## src/rtl/serial_subtractor.sv

```systemverilog
// Purpose: bit-serial unsigned subtractor, out = (data_a - data_b) mod 2^WIDTH, LSB first.
// Latency: start accepted at edge E0; out/bout/done valid after edge E(WIDTH); one op per WIDTH+2 cycles.
// Backpressure: none; start is only honoured in IDLE and is dropped (not queued) while busy/done.
//
// Ports:
//   clk           rising-edge clock
//   reset         synchronous active-high reset, dominates everything
//   start         request, sampled only in IDLE
//   data_a/data_b minuend/subtrahend, captured on the accepting edge only
//   out           registered difference, holds until next completion or reset
//   bout          registered final borrow (1 iff data_a < data_b)
//   busy          high while shifting
//   done          one-cycle pulse when out/bout update
module serial_subtractor #(
  parameter int WIDTH = 4
) (
  input  logic             clk,
  input  logic             reset,
  input  logic             start,
  input  logic [WIDTH-1:0] data_a,
  input  logic [WIDTH-1:0] data_b,
  output logic [WIDTH-1:0] out,
  output logic             bout,
  output logic             busy,
  output logic             done
);

  localparam int CW = (WIDTH > 2) ? $clog2(WIDTH) : 1;

  typedef enum logic [1:0] {
    IDLE  = 2'd0,
    SHIFT = 2'd1,
    DONE  = 2'd2
  } state_t;

  state_t           state;
  state_t           state_next;

  logic [WIDTH-1:0] sa;
  logic [WIDTH-1:0] sb;
  logic [WIDTH-1:0] sr;
  logic [CW-1:0]    cnt;
  logic             bw;

  logic             d;
  logic             bw_next;
  logic             last;
  logic [WIDTH-1:0] sr_next;

  // Full-subtractor cell on the current LSBs with the registered borrow.
  assign d       = sa[0] ^ sb[0] ^ bw;
  assign bw_next = (~sa[0] & sb[0]) | (~(sa[0] ^ sb[0]) & bw);
  assign last    = (cnt == CW'(WIDTH - 1));
  // Result enters at the MSB so after WIDTH shifts bit 0 sits in sr[0].
  assign sr_next = {d, sr[WIDTH-1:1]};

  always_ff @(posedge clk) begin
    if (reset) begin
      state <= IDLE;
    end else begin
      state <= state_next;
    end
  end

  always_comb begin
    state_next = state;
    case (state)
      IDLE:    if (start) state_next = SHIFT;
      SHIFT:   if (last)  state_next = DONE;
      DONE:    state_next = IDLE;
      default: state_next = IDLE;
    endcase
  end

  always_ff @(posedge clk) begin
    if (reset) begin
      sa   <= '0;
      sb   <= '0;
      sr   <= '0;
      cnt  <= '0;
      bw   <= 1'b0;
      out  <= '0;
      bout <= 1'b0;
      busy <= 1'b0;
      done <= 1'b0;
    end else begin
      case (state)
        IDLE: begin
          done <= 1'b0;
          if (start) begin
            sa   <= data_a;
            sb   <= data_b;
            sr   <= '0;
            cnt  <= '0;
            bw   <= 1'b0;
            busy <= 1'b1;
          end
        end
        SHIFT: begin
          sa  <= sa >> 1;
          sb  <= sb >> 1;
          sr  <= sr_next;
          cnt <= cnt + CW'(1);
          bw  <= bw_next;
          // Publish only the complete result so out/bout never show partial values.
          if (last) begin
            out  <= sr_next;
            bout <= bw_next;
            done <= 1'b1;
            busy <= 1'b0;
          end
        end
        DONE: begin
          done <= 1'b0;
        end
        default: begin
          done <= 1'b0;
          busy <= 1'b0;
        end
      endcase
    end
  end

endmodule

```

## config.mk

```make
export PLATFORM = sky130hd
export DESIGN_NAME = serial_subtractor
export DESIGN_NICKNAME = d
export VERILOG_FILES = /design/src/rtl/serial_subtractor.sv
export SDC_FILE = /design/constraint.sdc
export NUM_CORES = 1
export LEC_CHECK = 0
export ABC_AREA = 1
export BUFFER_PORTS_ARGS = -buffer_cell sky130_fd_sc_hd__buf_2
export CORE_ASPECT_RATIO = 1.5
export CORE_MARGIN = 2
export CORE_UTILIZATION = 32
export DETAILED_ROUTE_END_ITERATION = 10
export GPL_TIMING_DRIVEN = 0
export PLACE_DENSITY = 0.59
export SYNTH_ARGS = -nofsm -noshare
export SYNTH_HDL_FRONTEND = slang
export SYNTH_SLANG_ARGS = --single-unit
export TNS_END_PERCENT = 50
```

## constraint.sdc

```tcl
create_clock -name clk -period 1.2 [get_ports clk]
set_input_delay 0.18 -clock clk [delete_from_list [all_inputs] [get_ports clk]]
set_output_delay 0.18 -clock clk [all_outputs]
set_load 0.02 [all_outputs]
```

==> flow_metrics.env <==
export IMPL_status="finished, final reports clean"
export IMPL_regToRegSetupSlack_ns=0.08
export IMPL_timing_fmax_mhz=890
export IMPL_final_design_area_no_fill_sq_mm=0.00117
export IMPL_diodes=0
export IMPL_cts_tree="done"
export IMPL_rsz0062_at_grt="false"
export IMPL_cellLeakagePower_nw=0.558
export IMPL_holdWs_ns=0.108
export IMPL_ff_latch_area_sq_um=462
export IMPL_ir_worst_vdd_v=0.000650
export IMPL_synth_ff_type="dfxtp_1"
export IMPL_yosysMostFrequentCell="nand2_1"
export IMPL_drv_cap=0
export IMPL_dr_first_iter_drc_count=13
export IMPL_area_growth_pct=18.3
export IMPL_drc=0
export IMPL_htreeDepth=1
export IMPL_end_kind="flop"
export IMPL_worstMarginPinSlew_ns=0.306
export IMPL_dieArea_sq_mm=0.00357
export IMPL_overflow=0
export IMPL_critPathMaxFanout=2
export IMPL_placed_cell_area_sq_mm=0.00112
export IMPL_synth_area_leaders="dfxtp_1, nand2_1, nand3_1"
export IMPL_core_sq_mm=0.00294
export IMPL_cts_root_buffer="clkbuf_8"
export IMPL_multiInputGateArea_sq_um=465
export IMPL_yosys_top_cells_count="nand2_1, dfxtp_1, nor2_1"
export IMPL_drtPass1Iterations=4
export IMPL_path_clk_slew_ns=0.08
export IMPL_tns_ns=0
export IMPL_dpl_hpwl_um=1480
export IMPL_syn_num_nets=136
export IMPL_vias=811
export IMPL_synth_seq_cells=23
export IMPL_period_needed_ns=1.12
export IMPL_worstSetupPathType="reg2reg"
export IMPL_yosysTopAreaCellShare=0.465
export IMPL_drtAntennaViolNets=0
export IMPL_ys_warn_count=0
export IMPL_initial_utilization=0.337
export IMPL_finalHoldViolCount=0
export IMPL_drive_gt1_frac=0.257
export IMPL_final_max_slew_viol_count=0
export IMPL_cts_buffers=3
export IMPL_critPathLaunchType="flop"
export IMPL_hold_class="in2reg"
export IMPL_clk_path_buf_depth=2
export IMPL_die_x_um=49.4
export IMPL_io_buffers=17
export IMPL_dpl_worst_slack_ns=0.0880
export IMPL_synth_distinct_cells=20
export IMPL_via_per_inst=4.43
export IMPL_fin_crit_sh=0.937
export IMPL_drt_total_wl_um=1910
export IMPL_synth_cells=123
export IMPL_ys_seq_area_frac=0.465
export IMPL_synth_cell_area_sq_um=991
export IMPL_wl_per_cell_um=10.4
export IMPL_synth_edf_count=0
export IMPL_arrival_ns=1.33
export IMPL_antenna_found_initial=0
export IMPL_grt_pass1_vias=783
export IMPL_layout_nets=158
export IMPL_setup_slack_ns=0.0759
export IMPL_clock_sinks=23
export IMPL_syn_avg_cell_area_sq_um=8.06
export IMPL_setup_violations=0
export IMPL_crit_required_ns=1.40
export IMPL_grt_pass1_wl_um=3330
export IMPL_placementRows=24
export IMPL_clock_latency_ns=0.26
export IMPL_synth_top_area_cell="dfxtp_1"
export IMPL_fp_dieH_um=72.2
export IMPL_grt_max_degree=14
export IMPL_grt_usage=0.121
export IMPL_max_slew_margin=0.795
export IMPL_skew_ns=0.00295
export IMPL_gp_congestion=0.732
export IMPL_power_density_mw_per_mm2=1260
export IMPL_pin_count=18
export IMPL_nFillCells=336
export IMPL_ys_async_sr_fraction=0
where the power goes:
group,switching [mW],internal (mW),total [mW]
Combinational,0.111,0.0682,0.179
Clock,0.250,0.232,0.482
Sequential,0.0178,0.796,0.814
cells in the final DEF (no fill, tap or decap), types with 3 or more instances in the layout:
cell type  Yosys  routed
nand2_1       29      29
nand2_4        3       3
buf_2          2      19
nand3_1       14      14
inv_1          7       7
o21ai_1        4       4
clkbuf_8       0       3
dfxtp_1       23      22
inv_2          3       3
a21oi_1        5       5
o21ai_0        9       9
nor2_1        15      15
critical path, stage by stage, from the launching register on:
cell and delay, ns:
dfxtp_1 0.34, inv_1 0.06, fa_1 0.49, inv_1 0.06, o21ai_1 0.12
stage by stage:
step | total power [mW] | utilization | cells
after floorplan | 0.958 | - | 123
after global placement | 1.01 | 0.382 | 179
after detailed placement | 1.01 | 0.382 | 179
after CTS | 1.50 | 0.398 | 183
after global routing | 1.54 | 0.398 | 183
final | 1.48 | 0.398 | 183
worst paths after layout:
kind	startpoint	end	depth (start not counted)
setup / recovery	sb[0]	sr[3]	4
hold / removal	reset	cnt[1]	2
setup reg to reg	sb[0]	sr[3]	4
hold reg to reg	sr[2]	out[1]	2
layer usage:
layer | wire, um | GRT usage | part of all wire | vias up
li1 | - | - | - | 437
met1 | 787 | 0.128 | 0.41 | 357
met2 | 1030 | 0.227 | 0.54 | 13
met3 | 42 | 0.0144 | 0.022 | 4
met4 | 41 | 0.0741 | 0.022 | 0
met5 | 0 | 0 | 0 | -
state kept, by name, indices dropped and copies added (netlist names):
name / count
sr: 3
sa: 4
done: 1
sb: 4
cnt: 2
bout: 1
state: 2
bw: 1
out: 4
busy: 1
timing repair:
item	4_1_cts	5_1_grt
hold buffers	0	0
setup buffers	0	0
endpoints found under the setup margin	0	3
gates resized for setup	0	1
hold endpoints to repair	0	0
kinds of logic after synthesis:
logic type / synth area share
and+or+nand+nor: 0.330
DFF: 0.465
adders and majority gates: 0.0328
AOI/OAI and AO/OA: 0.107
buffers and inverters: 0.0657
final cells by class:
type | count | share of cell area
inverter | 11 | 0.0374
sequential | 23 | 0.394
clock buffer | 3 | 0.0352
timing repair buffer | 17 | 0.0726
clock inverter | 1 | 0.00427
tap | 39 | 0.0416
multi-input combinational | 86 | 0.397
buffer | 3 | 0.0181
(Power assumes the default switching activity.)
